File: src/rtl/of_pkg.sv
// -----------------------------------------------------------------------------
// of_pkg -- definitions shared by the operand-fetch stage.
//
// Contents:
//   XLEN_DEFAULT  default operand/data width
//   REG_IDX_W     register index width (5 -> 32 architectural registers)
//   REG_X0        index of the hard-wired zero register
//   ofState_t     operand-fetch FSM state encoding
//   isFwdHit()    true when an accepted writeback targets a given source index
// -----------------------------------------------------------------------------
package of_pkg;

  localparam int XLEN_DEFAULT = 32;
  localparam int REG_IDX_W    = 5;

  localparam logic [REG_IDX_W-1:0] REG_X0 = '0;

  typedef enum logic [1:0] {
    IDLE = 2'd0,  // waiting for a decoded instruction
    READ = 2'd1,  // bank read cycle for rs1/rs2
    CAPT = 2'd2,  // bank data available, operands loaded at end of cycle
    OUT  = 2'd3   // operands presented to the ALU
  } ofState_t;

  // x0 writes never forward: the zero register must stay zero.
  function automatic logic isFwdHit(
    input logic                 wbAccept,
    input logic [REG_IDX_W-1:0] wbRd,
    input logic [REG_IDX_W-1:0] rsIdx
  );
    return wbAccept && (wbRd != REG_X0) && (wbRd == rsIdx);
  endfunction

endpackage

File: src/rtl/op_fwd_mux.sv
// -----------------------------------------------------------------------------
// op_fwd_mux -- per-operand source selection.
//
// Picks the value an operand register should load:
//   zero            when the source index is x0 (beats everything else)
//   forwarded data  when a same-cycle writeback targets this source
//   bank data       otherwise
//
// Ports:
//   rsIdx     source register index
//   bankData  data returned by the register bank
//   fwdHit    a writeback to rsIdx is being accepted this cycle
//   fwdData   writeback data
//   opData    selected operand value
// -----------------------------------------------------------------------------
module op_fwd_mux
  import of_pkg::*;
#(
  parameter int XLEN = XLEN_DEFAULT
) (
  input  logic [REG_IDX_W-1:0] rsIdx,
  input  logic [XLEN-1:0]      bankData,
  input  logic                 fwdHit,
  input  logic [XLEN-1:0]      fwdData,
  output logic [XLEN-1:0]      opData
);

  // NOTE: every branch of a combinational block must assign its outputs;
  // a default first avoids inferring a latch when no branch is taken.
  always_comb begin
    opData = bankData;
    if (rsIdx == REG_X0) begin
      opData = '0;
    end else if (fwdHit) begin
      opData = fwdData;
    end
  end

endmodule

File: src/rtl/operand_fetch.sv
// -----------------------------------------------------------------------------
// operand_fetch -- reads rs1/rs2 from a synchronous register bank and hands
// the operands, destination index and control bits to the ALU.
//
// Sequence per instruction: IDLE (handshake) -> READ (bank read) -> CAPT
// (bank data captured into operand registers) -> OUT (held until alu_ready).
// alu_valid is high in the third cycle after the handshake cycle; at most one
// instruction every four cycles.
//
// Writebacks from the ALU stage share the bank port. They are accepted in
// every state except READ (the port is busy reading) and take priority over
// a new instruction in IDLE. A write to x0 is acknowledged but never reaches
// the bank.
//
// Configuration macro:
//   OPERAND_FETCH_FWD_EN  when defined, a writeback accepted in CAPT or OUT
//                         whose rd matches a latched source (not x0) replaces
//                         that operand with the written data.
//
// Ports:
//   clk, reset                   clock, asynchronous active-high reset
//   dec_*                        decoded instruction handshake and fields
//   alu_*                        operand handshake towards the ALU
//   wb_*                         writeback request from the ALU stage
//   rb_selSrc0/1, rb_selDst      register-bank read/write selectors
//   rb_dst                       register-bank write data
//   rb_RDWRBar, rb_CSBar         bank direction (1=read) and active-low select
//   rb_src0/1                    bank read data, valid the cycle after READ
// -----------------------------------------------------------------------------
module operand_fetch
  import of_pkg::*;
#(
  parameter int XLEN   = XLEN_DEFAULT,
  parameter int CTRL_W = 8
) (
  input  logic                 clk,
  input  logic                 reset,
  // decode side
  input  logic                 dec_valid,
  output logic                 dec_ready,
  input  logic [REG_IDX_W-1:0] dec_rs1,
  input  logic [REG_IDX_W-1:0] dec_rs2,
  input  logic [REG_IDX_W-1:0] dec_rd,
  input  logic [CTRL_W-1:0]    dec_ctrl,
  // ALU side
  output logic                 alu_valid,
  input  logic                 alu_ready,
  output logic [XLEN-1:0]      alu_op0,
  output logic [XLEN-1:0]      alu_op1,
  output logic [REG_IDX_W-1:0] alu_rd,
  output logic [CTRL_W-1:0]    alu_ctrl,
  // writeback request
  input  logic                 wb_valid,
  output logic                 wb_ready,
  input  logic [REG_IDX_W-1:0] wb_rd,
  input  logic [XLEN-1:0]      wb_data,
  // register bank
  output logic [REG_IDX_W-1:0] rb_selSrc0,
  output logic [REG_IDX_W-1:0] rb_selSrc1,
  output logic [REG_IDX_W-1:0] rb_selDst,
  output logic [XLEN-1:0]      rb_dst,
  output logic                 rb_RDWRBar,
  output logic                 rb_CSBar,
  input  logic [XLEN-1:0]      rb_src0,
  input  logic [XLEN-1:0]      rb_src1
);

  ofState_t             state;
  logic [REG_IDX_W-1:0] rs1Q;
  logic [REG_IDX_W-1:0] rs2Q;

  logic                 decFire;
  logic                 wbAccept;
  logic                 bankWrite;
  logic                 fwd0;
  logic                 fwd1;
  logic [XLEN-1:0]      op0Next;
  logic [XLEN-1:0]      op1Next;

  // Handshake outputs are gated by reset so no transfer, and in particular
  // no bank write, can happen while reset is asserted.
  assign dec_ready = !reset && (state == IDLE) && !wb_valid;
  assign wb_ready  = !reset && wb_valid && (state != READ);
  assign alu_valid = (state == OUT);

  assign decFire   = dec_valid && dec_ready;
  assign wbAccept  = wb_ready;
  assign bankWrite = wbAccept && (wb_rd != REG_X0);

`ifdef OPERAND_FETCH_FWD_EN
  assign fwd0 = ((state == CAPT) || (state == OUT)) && isFwdHit(wbAccept, wb_rd, rs1Q);
  assign fwd1 = ((state == CAPT) || (state == OUT)) && isFwdHit(wbAccept, wb_rd, rs2Q);
`else
  assign fwd0 = 1'b0;
  assign fwd1 = 1'b0;
`endif

  op_fwd_mux #(.XLEN(XLEN)) u_mux0 (
    .rsIdx    (rs1Q),
    .bankData (rb_src0),
    .fwdHit   (fwd0),
    .fwdData  (wb_data),
    .opData   (op0Next)
  );

  op_fwd_mux #(.XLEN(XLEN)) u_mux1 (
    .rsIdx    (rs2Q),
    .bankData (rb_src1),
    .fwdHit   (fwd1),
    .fwdData  (wb_data),
    .opData   (op1Next)
  );

  // Bank port: READ owns it; otherwise an accepted non-x0 writeback uses it
  // for exactly the acceptance cycle. Idle port: deselected, read direction.
  always_comb begin
    rb_CSBar   = 1'b1;
    rb_RDWRBar = 1'b1;
    rb_selSrc0 = '0;
    rb_selSrc1 = '0;
    rb_selDst  = '0;
    rb_dst     = '0;
    if (state == READ) begin
      rb_CSBar   = 1'b0;
      rb_selSrc0 = rs1Q;
      rb_selSrc1 = rs2Q;
    end else if (bankWrite) begin
      rb_CSBar   = 1'b0;
      rb_RDWRBar = 1'b0;
      rb_selDst  = wb_rd;
      rb_dst     = wb_data;
    end
  end

  // NOTE: state registers use non-blocking assignments so every register
  // samples pre-edge values regardless of statement order.
  always_ff @(posedge clk or posedge reset) begin
    if (reset) begin
      state    <= IDLE;
      rs1Q     <= '0;
      rs2Q     <= '0;
      alu_rd   <= '0;
      alu_ctrl <= '0;
      alu_op0  <= '0;
      alu_op1  <= '0;
    end else begin
      case (state)
        IDLE: begin
          if (decFire) begin
            rs1Q     <= dec_rs1;
            rs2Q     <= dec_rs2;
            alu_rd   <= dec_rd;
            alu_ctrl <= dec_ctrl;
            state    <= READ;
          end
        end
        READ: begin
          state <= CAPT;
        end
        CAPT: begin
          alu_op0 <= op0Next;
          alu_op1 <= op1Next;
          state   <= OUT;
        end
        OUT: begin
          // Operands only change here on a forwarding hit; otherwise they
          // stay stable for the ALU.
          if (fwd0) alu_op0 <= op0Next;
          if (fwd1) alu_op1 <= op1Next;
          if (alu_ready) state <= IDLE;
        end
        default: state <= IDLE;
      endcase
    end
  end

endmodule

File: config.mk
export PLATFORM = sky130hd
export DESIGN_NAME = operand_fetch
export DESIGN_NICKNAME = d
export VERILOG_FILES = /design/src/rtl/of_pkg.sv /design/src/rtl/op_fwd_mux.sv /design/src/rtl/operand_fetch.sv
export SDC_FILE = /design/constraint.sdc
export NUM_CORES = 1
export LEC_CHECK = 0
export ABC_AREA = 1
export CAP_MARGIN = 25
export CORE_ASPECT_RATIO = 1.5
export CORE_MARGIN = 5
export CORE_UTILIZATION = 37
export CTS_CLUSTER_DIAMETER = 200
export DETAILED_ROUTE_END_ITERATION = 6
export GPL_TIMING_DRIVEN = 1
export HOLD_SLACK_MARGIN = 0.1
export PLACE_DENSITY = 0.81
export SLEW_MARGIN = 40
export SYNTH_ARGS = -nofsm -noshare
export SYNTH_HDL_FRONTEND = slang
export SYNTH_SLANG_ARGS = --single-unit
File: constraint.sdc
create_clock -name clk -period 3.9 [get_ports clk]
set_clock_uncertainty 0.1 [all_clocks]
set_input_delay 0.78 -clock clk [delete_from_list [all_inputs] [get_ports clk]]
set_output_delay 0.78 -clock clk [all_outputs]
set_load 0.02 [all_outputs]
# Word-level counts from Yosys, hierarchy flattened
# Index checks and enable logic that the tools add are counted.
# word_totals
reg_bits	89
in_bits	129
out_inout_bits	129
# op_classes
eq_ne	6
n_mux	14
reduce_logical	14
# ops
op	count
2-to-1 mux 32 bit	4
2-to-1 mux 5 bit	4
logical NOT 5 bit	2
one-hot mux 2 bit (4 select lines)	1
logical AND 1 bit	6
nonzero test 5 bit	1
equality test 2 bit, second input constant	2
2-to-1 mux 2 bit	2
!= test 2 x 1 -> 1 bit, second input constant	2
AND reduction 2 bit	2
2-to-1 mux 1 bit	3
equality test 2 x 1 -> 1 bit, second input constant	1
logical NOT 1 bit	2
logical NOT 2 bit	1
!= test 2 bit, second input constant	1

# Longest topological paths before layout
# Gate-level depths: netlist of run 1.
# depth
word_depth	6
mapped_depth	7

# By module
# From an unflattened synthesis of run 1, not the netlist that was laid out.
# hier_totals
hier_cells	849
area_unflattened_um2	5642.9
# by_module_without_submodules
mod	instances	cells_each	area_each_um2	seq_area_each_um2
operand_fetch	1	501	4048.9	2227.1
op_fwd_mux	2	174	797.0	0.0

# Worst setup path after synthesis of run 1
# Ideal clock, no wire load.
# synth_path
kind	in2out
from	input port reset
to	output port dec_ready
arrival_ns	2.421
required_time_ns	3.020
path_slack_ns	0.599
stages	4
path_buffers	1
cell_sequence	inv_2 > nand2_1 > nor2_2 > buf_2
# synth_via
elab_chain_cells	3
# synth_rtl
item	line	source
start, declared	operand_fetch.sv:37	input logic reset,
logical NOT 1 bit (no source line)	n/a	
logical AND 1 bit (2 in a row)	operand_fetch.sv:82	assign dec_ready = !reset && (state == IDLE) && !wb_valid;
end, declared	operand_fetch.sv:40	output logic dec_ready,
# Every way passes these cells.

# Final worst setup path of run 1
# layout_path
from	input port reset
to	output port rb_selDst[4]
# layout_via
elab_chain_cells	6
# layout_rtl
item	line	source
logical NOT 1 bit (no source line)	n/a	
logical AND 1 bit (2 in a row)	operand_fetch.sv:83	assign wb_ready = !reset && wb_valid && (state != READ);
logical AND 1 bit	operand_fetch.sv:88	assign bankWrite = wbAccept && (wb_rd != REG_X0);
2-to-1 mux 5 bit	operand_fetch.sv:127	end else if (bankWrite) begin
2-to-1 mux 5 bit	operand_fetch.sv:123	if (state == READ) begin
end, declared	operand_fetch.sv:60	output logic [REG_IDX_W-1:0] rb_selDst,
# Every way passes these cells.

==> impl_metrics.yaml, run 1 <==
run_status:
  outcome: "completed"
power_and_ir_drop:
  p_leak_uw: 0.00349
  peakVddDrop_mv: 0.490
  power.density_nw_per_um2: 739
clock_tree:
  clk_pin_slew_ns: 0.06
  hold_buffers: 0
  cts_tree: "built"
  htree_levels: 3
  clk_path_buf_depth: 2
  cts.sinks: 89
  root_buffer: "clkbuf_16"
  post-cts-setup-buffer-count: 0
  clock_latency_ns: 0.33
  postCtsResizedCells: 0
  cts_buffers: 9
global_routing:
  antenna_found_initial: 0
  overflow: 0
  grt_max_degree: 66
  track_usage_pct: 21.0
  grt_pass1_vias: 4332
  grt_pass1_wl_um: 21800
job:
  cap_viol_max_count: 0
floorplan:
  core_area_um2: 10600
  rows: 46
  start_util_pct: 38.0
  ios: 258
  dieArea_um2: 13200
  die-width_um: 95.4
  die_h_um: 138
sta:
  fmax_mhz: 292
  drv_slew: 0
  period_share_pct: 87.7
  tightest_slew_ns: 0.681
  rsz0062_at_grt: "false"
  relSlewSlack_pct: 54.6
  hold_slack_ns: 0.377
  finalWorstPathRequiredPeriod_ns: 3.42
  fin_setup_tns_ns: 0
  hold_viol_final: 0
  setup_viol: 0
finish:
  final_cell_mix: "clkdlybuf4s50_1, nand2_1, nand3_1, dfrtp_1, inv_1"
  drive_gt1_share_pct: 5.40
  fillers: 841
  final_common_cell: "clkdlybuf4s50_1"
  finalNetCount: 888
  seqCellArea_um2: 2230
  antenna_cells: 0
  multi_input_area_um2: 1480
  area_growth_pct: 73.4
placed_design:
  port_buffers: 257
  gp_congestion: 0.848
  dp_hpwl_um: 10800
critical_path:
  worstPathArrival_ns: 2.54
  cp_max_fo: 38
  required_ns: 3.02
  worst-setup-path-type: "input port to output pin"
  start_kind: "input port"
  endpoint_kind: "output pin"
routing:
  drt_iter0_drc: 176
  antenna_left: 0
  vias: 4265
  wl_per_cell_um: 15.6
  routed_wl_um: 14100
  avgViaCountPerCell: 4.72
  drc_errors: 0
  dr.pass1.iters: 6
synth:
  synth_cell_type_count: 18
  synth.avg_cell_area_um2: 7.95
  synth_cells: 509
  syn_area_um2: 4050
  synth_top_area_cell: "dfrtp_1"
  yosys_register_bits: 89
  synth_seq_area_share_pct: 55.0
  synth_top_area_share_pct: 55.0
  synth_area_leaders: "dfrtp_1, nand2_1, nand3_1, inv_1, nor2_1"
  yosysWarnings: 0
  syn_nets: 643
hold_path:
  hold_class: "flip-flop to flip-flop"
[layer usage]
| metal | track usage, % | vias to the layer above | part of all wire [%] |
|---|---|---|---|
| li1 | - | 2048 | - |
| met1 | 24.0 | 2005 | 38 |
| met2 | 35.3 | 181 | 51 |
| met3 | 6.62 | 31 | 8.5 |
| met4 | 9.52 | 0 | 3.2 |
| met5 | 0 | - | 0 |
[final timing paths]
check | start | to | slack, ns | cells after the start
min in group asynchronous | reset | alu_op0[19] | 0.90 | 3
setup / recovery | reset | rb_selDst[4] | 0.48 | 6
hold reg to reg | alu_op0[6] | alu_op0[6] | 0.38 | 2
max in group asynchronous | reset | alu_op1[27] | 1.80 | 4
hold / removal | alu_op0[6] | alu_op0[6] | 0.38 | 2
setup reg to reg | state[0] | state[0] | 2.03 | 6
[critical path, stage by stage]
cell and delay (ns):
clkdlybuf4s50_1 0.47, nor3_4 0.23, nand2_1 0.12, buf_12 0.19, nor2_1 0.12, clkdlybuf4s50_1 0.63
[synth_stat cells (all sizes together)]
cell      n
nand2   195
nand3    90
dfrtp    89
inv      53
nor2     40
buf      18
clkbuf   12
ha        5
nor3      4
a21oi     1
nand4     1
or2       1
[logic make-up (layout without fill, tap and decap cells)]
logic type	after synthesis	after routing	synth area share, %
and+or+nand+nor	331	331	34.7
AOI/OAI and AO/OA	1	1	0.124
buffers and inverters	83	333	8.60
adders and majority gates	5	5	1.55
DFF	89	89	55.0
[final cells by class]
type / instances / area share [%]
Timing Repair Buffer: 264 / 37.6
Sequential cell: 89 / 31.7
Multi-Input combinational cell: 337 / 21.1
Clock buffer: 12 / 3.65
Inverter: 53 / 2.89
Tap cell: 144 / 2.57
Clock inverter: 4 / 0.499
[flip-flops by register name (all words and copies together) (netlist names)]
name	cells
alu_op0	32
state	2
alu_rd	5
alu_op1	32
alu_ctrl	8
rs2Q	5
rs1Q	5
[power by group]
part           total, uW  internal [uW]  switching [uW]
registers           1600           1360             247
clock network        824            474             351
logic               2760           1190            1570
total               5190           3020            2170
[through the flow]
step | cells | worst slack [ns] | instance area [um2] | utilization [%] | total power [uW]
3_3_place_gp | 887 | 0.531 | 6720 | 63.1 | 4300
3_5_place_dp | 887 | 0.460 | 6730 | 63.2 | 4400
5_1_grt | 903 | 0.299 | 7020 | 65.9 | 5550
2_1_floorplan | 509 | 0.599 | 4050 | - | 3070
4_1_cts | 903 | 0.456 | 7020 | 65.9 | 5250
6_report | 903 | 0.478 | 7020 | 65.9 | 5190
Note: power is estimated with default switching activity, not from simulation.
==> run 2: changes to the inputs <==
--- a/config.mk
+++ b/config.mk
@@ -15,6 +15,7 @@
 export GPL_TIMING_DRIVEN = 1
 export HOLD_SLACK_MARGIN = 0.1
 export PLACE_DENSITY = 0.81
+export RECOVER_POWER = 25
 export SLEW_MARGIN = 40
 export SYNTH_ARGS = -nofsm -noshare
 export SYNTH_HDL_FRONTEND = slang
==> impl_metrics.yaml, run 2 (same netlist as run 1, synthesis figures left out) <==
clock_tree:
  cts_buffers: 9
  clk_path_buf_depth: 2
  root_buffer: "clkbuf_16"
  htree_levels: 3
  clock_latency_ns: 0.33
  postCtsResizedCells: 0
  cts.sinks: 89
  cts_tree: "built"
  clk_pin_slew_ns: 0.06
  post-cts-setup-buffer-count: 0
  hold_buffers: 0
hold_path:
  hold_class: "flip-flop to flip-flop"
global_routing:
  grt_max_degree: 66
  grt_pass1_wl_um: 21800
  antenna_found_initial: 0
  grt_pass1_vias: 4332
  track_usage_pct: 21.0
  overflow: 0
sta:
  relSlewSlack_pct: 11.5
  fin_setup_tns_ns: 0
  period_share_pct: 90.6
  fmax_mhz: 283
  hold_viol_final: 0
  fin_ws_ns: 0.366
  rsz0062_at_grt: "false"
  setup_viol: 0
  drv_slew: 0
  finalWorstPathRequiredPeriod_ns: 3.53
  tightest_slew_ns: 1.33
power_and_ir_drop:
  power.internal_uw: 3020
  power.density_nw_per_um2: 740
  swShare_pct: 41.8
  power_frac_clock_pct: 15.9
  power_frac_seq_pct: 30.9
  p_leak_uw: 0.00349
  power_switching_uw: 2170
  peakVddDrop_mv: 0.493
  total_power_uw: 5190
  combPwrFrac_pct: 53.2
finish:
  drive_gt1_share_pct: 5.27
  final_common_cell: "clkdlybuf4s50_1"
  top_regs: "alu_op0: 32 flops, alu_op1: 32 flops, alu_ctrl: 8 flops"
  post-route-util_pct: 65.9
  final_cell_mix: "clkdlybuf4s50_1, nand2_1, nand3_1, dfrtp_1, inv_1"
  finalNetCount: 888
  antenna_cells: 0
  area_growth_pct: 73.3
  layout.cells.non_filler: 903
routing:
  avgViaCountPerCell: 4.73
  wl_per_cell_um: 15.6
  drc_errors: 0
  vias: 4272
  drt_iter0_drc: 176
  antenna_left: 0
  dr.pass1.iters: 5
  routed_wl_um: 14100
placed_design:
  dp_worst_setup_slack_ns: 0.460
  gp_congestion: 0.848
  post-place-cells: 887
  port_buffers: 257
  dp_hpwl_um: 10800
run_status:
  outcome: "completed"
floorplan:
  die-width_um: 95.4
  die_h_um: 138
  dieArea_um2: 13200
  ios: 258
  start_util_pct: 38.0
  core_area_um2: 10600
  rows: 46
critical_path:
  path_cells: "dlygate4sd3_1, nor3_4, nand2_1, buf_12, nor2_1, clkdlybuf4s50_1"
  cp_slowest_stage_delay_ns: 0.63
  endpoint_kind: "output pin"
  worstPathArrival_ns: 2.65
  worst-setup-path-type: "input port to output pin"
  start_kind: "input port"
  required_ns: 3.02
  slowest_stage: "clkdlybuf4s50_1"
  cp_max_fo: 38
job:
  cap_viol_max_count: 0
-- run 2: changes by cell type in the layout (fill, tap and decap cells not counted), sizes merged --
cell / change
clkdlybuf4s50: -1
buf: -1
clkinvlp: +1
clkinv: -1
dlygate4sd3: +1
clkbuf: +1
-- run 2: final cells by class --
class / instances / area, um2
fillers: 841 / 3630
well taps: 144 / 180
clock buffers: 12 / 256
clock inverters: 4 / 35.0
multi-input cells: 337 / 1480
flip-flops and latches: 89 / 2230
repair buffers: 264 / 2640
inverters: 53 / 203
-- run 2: worst paths after layout --
| check | from | end | slack (ns) | cells past startpoint |
|---|---|---|---|---|
| setup / recovery | reset | rb_selDst[4] | 0.37 | 6 |
| hold / removal | alu_op0[6] | alu_op0[6] | 0.38 | 2 |
| setup reg to reg | state[0] | state[0] | 1.45 | 6 |
| hold reg to reg | alu_op0[6] | alu_op0[6] | 0.38 | 2 |
| max in group asynchronous | reset | alu_op1[27] | 1.64 | 4 |
| min in group asynchronous | reset | alu_op0[19] | 1.05 | 3 |
-- run 2: through the flow --
step,instance area (um2),hold slack [ns]
finish,7010,0.377
global route,7010,0.397
CTS,7020,0.382
detailed placement,6730,0.365
global placement,6720,0.361
floorplan,4050,0.371
-- run 2: critical path, delay by kind of cell --
family,cells,cell delay [ns]
buf+inv,3,1.41
simple gates,3,0.46
-- run 2: routing by layer --
metal,routed length (um),GRT usage (%),vias up
met5,0,0,-
met4,444,9.52,0
met3,1270,6.62,29
met2,7140,35.3,193
met1,5230,24.0,2002
li1,-,-,2048
-- run 2: power groups by stage --
stage,Sequential (uW),Combinational (uW),Clock (uW)
after floorplan,2040,1040,0
after global placement,1590,2710,0
after detailed placement,1610,2790,0
after CTS,1600,2800,849
after global routing,1660,3000,892
final,1600,2760,825
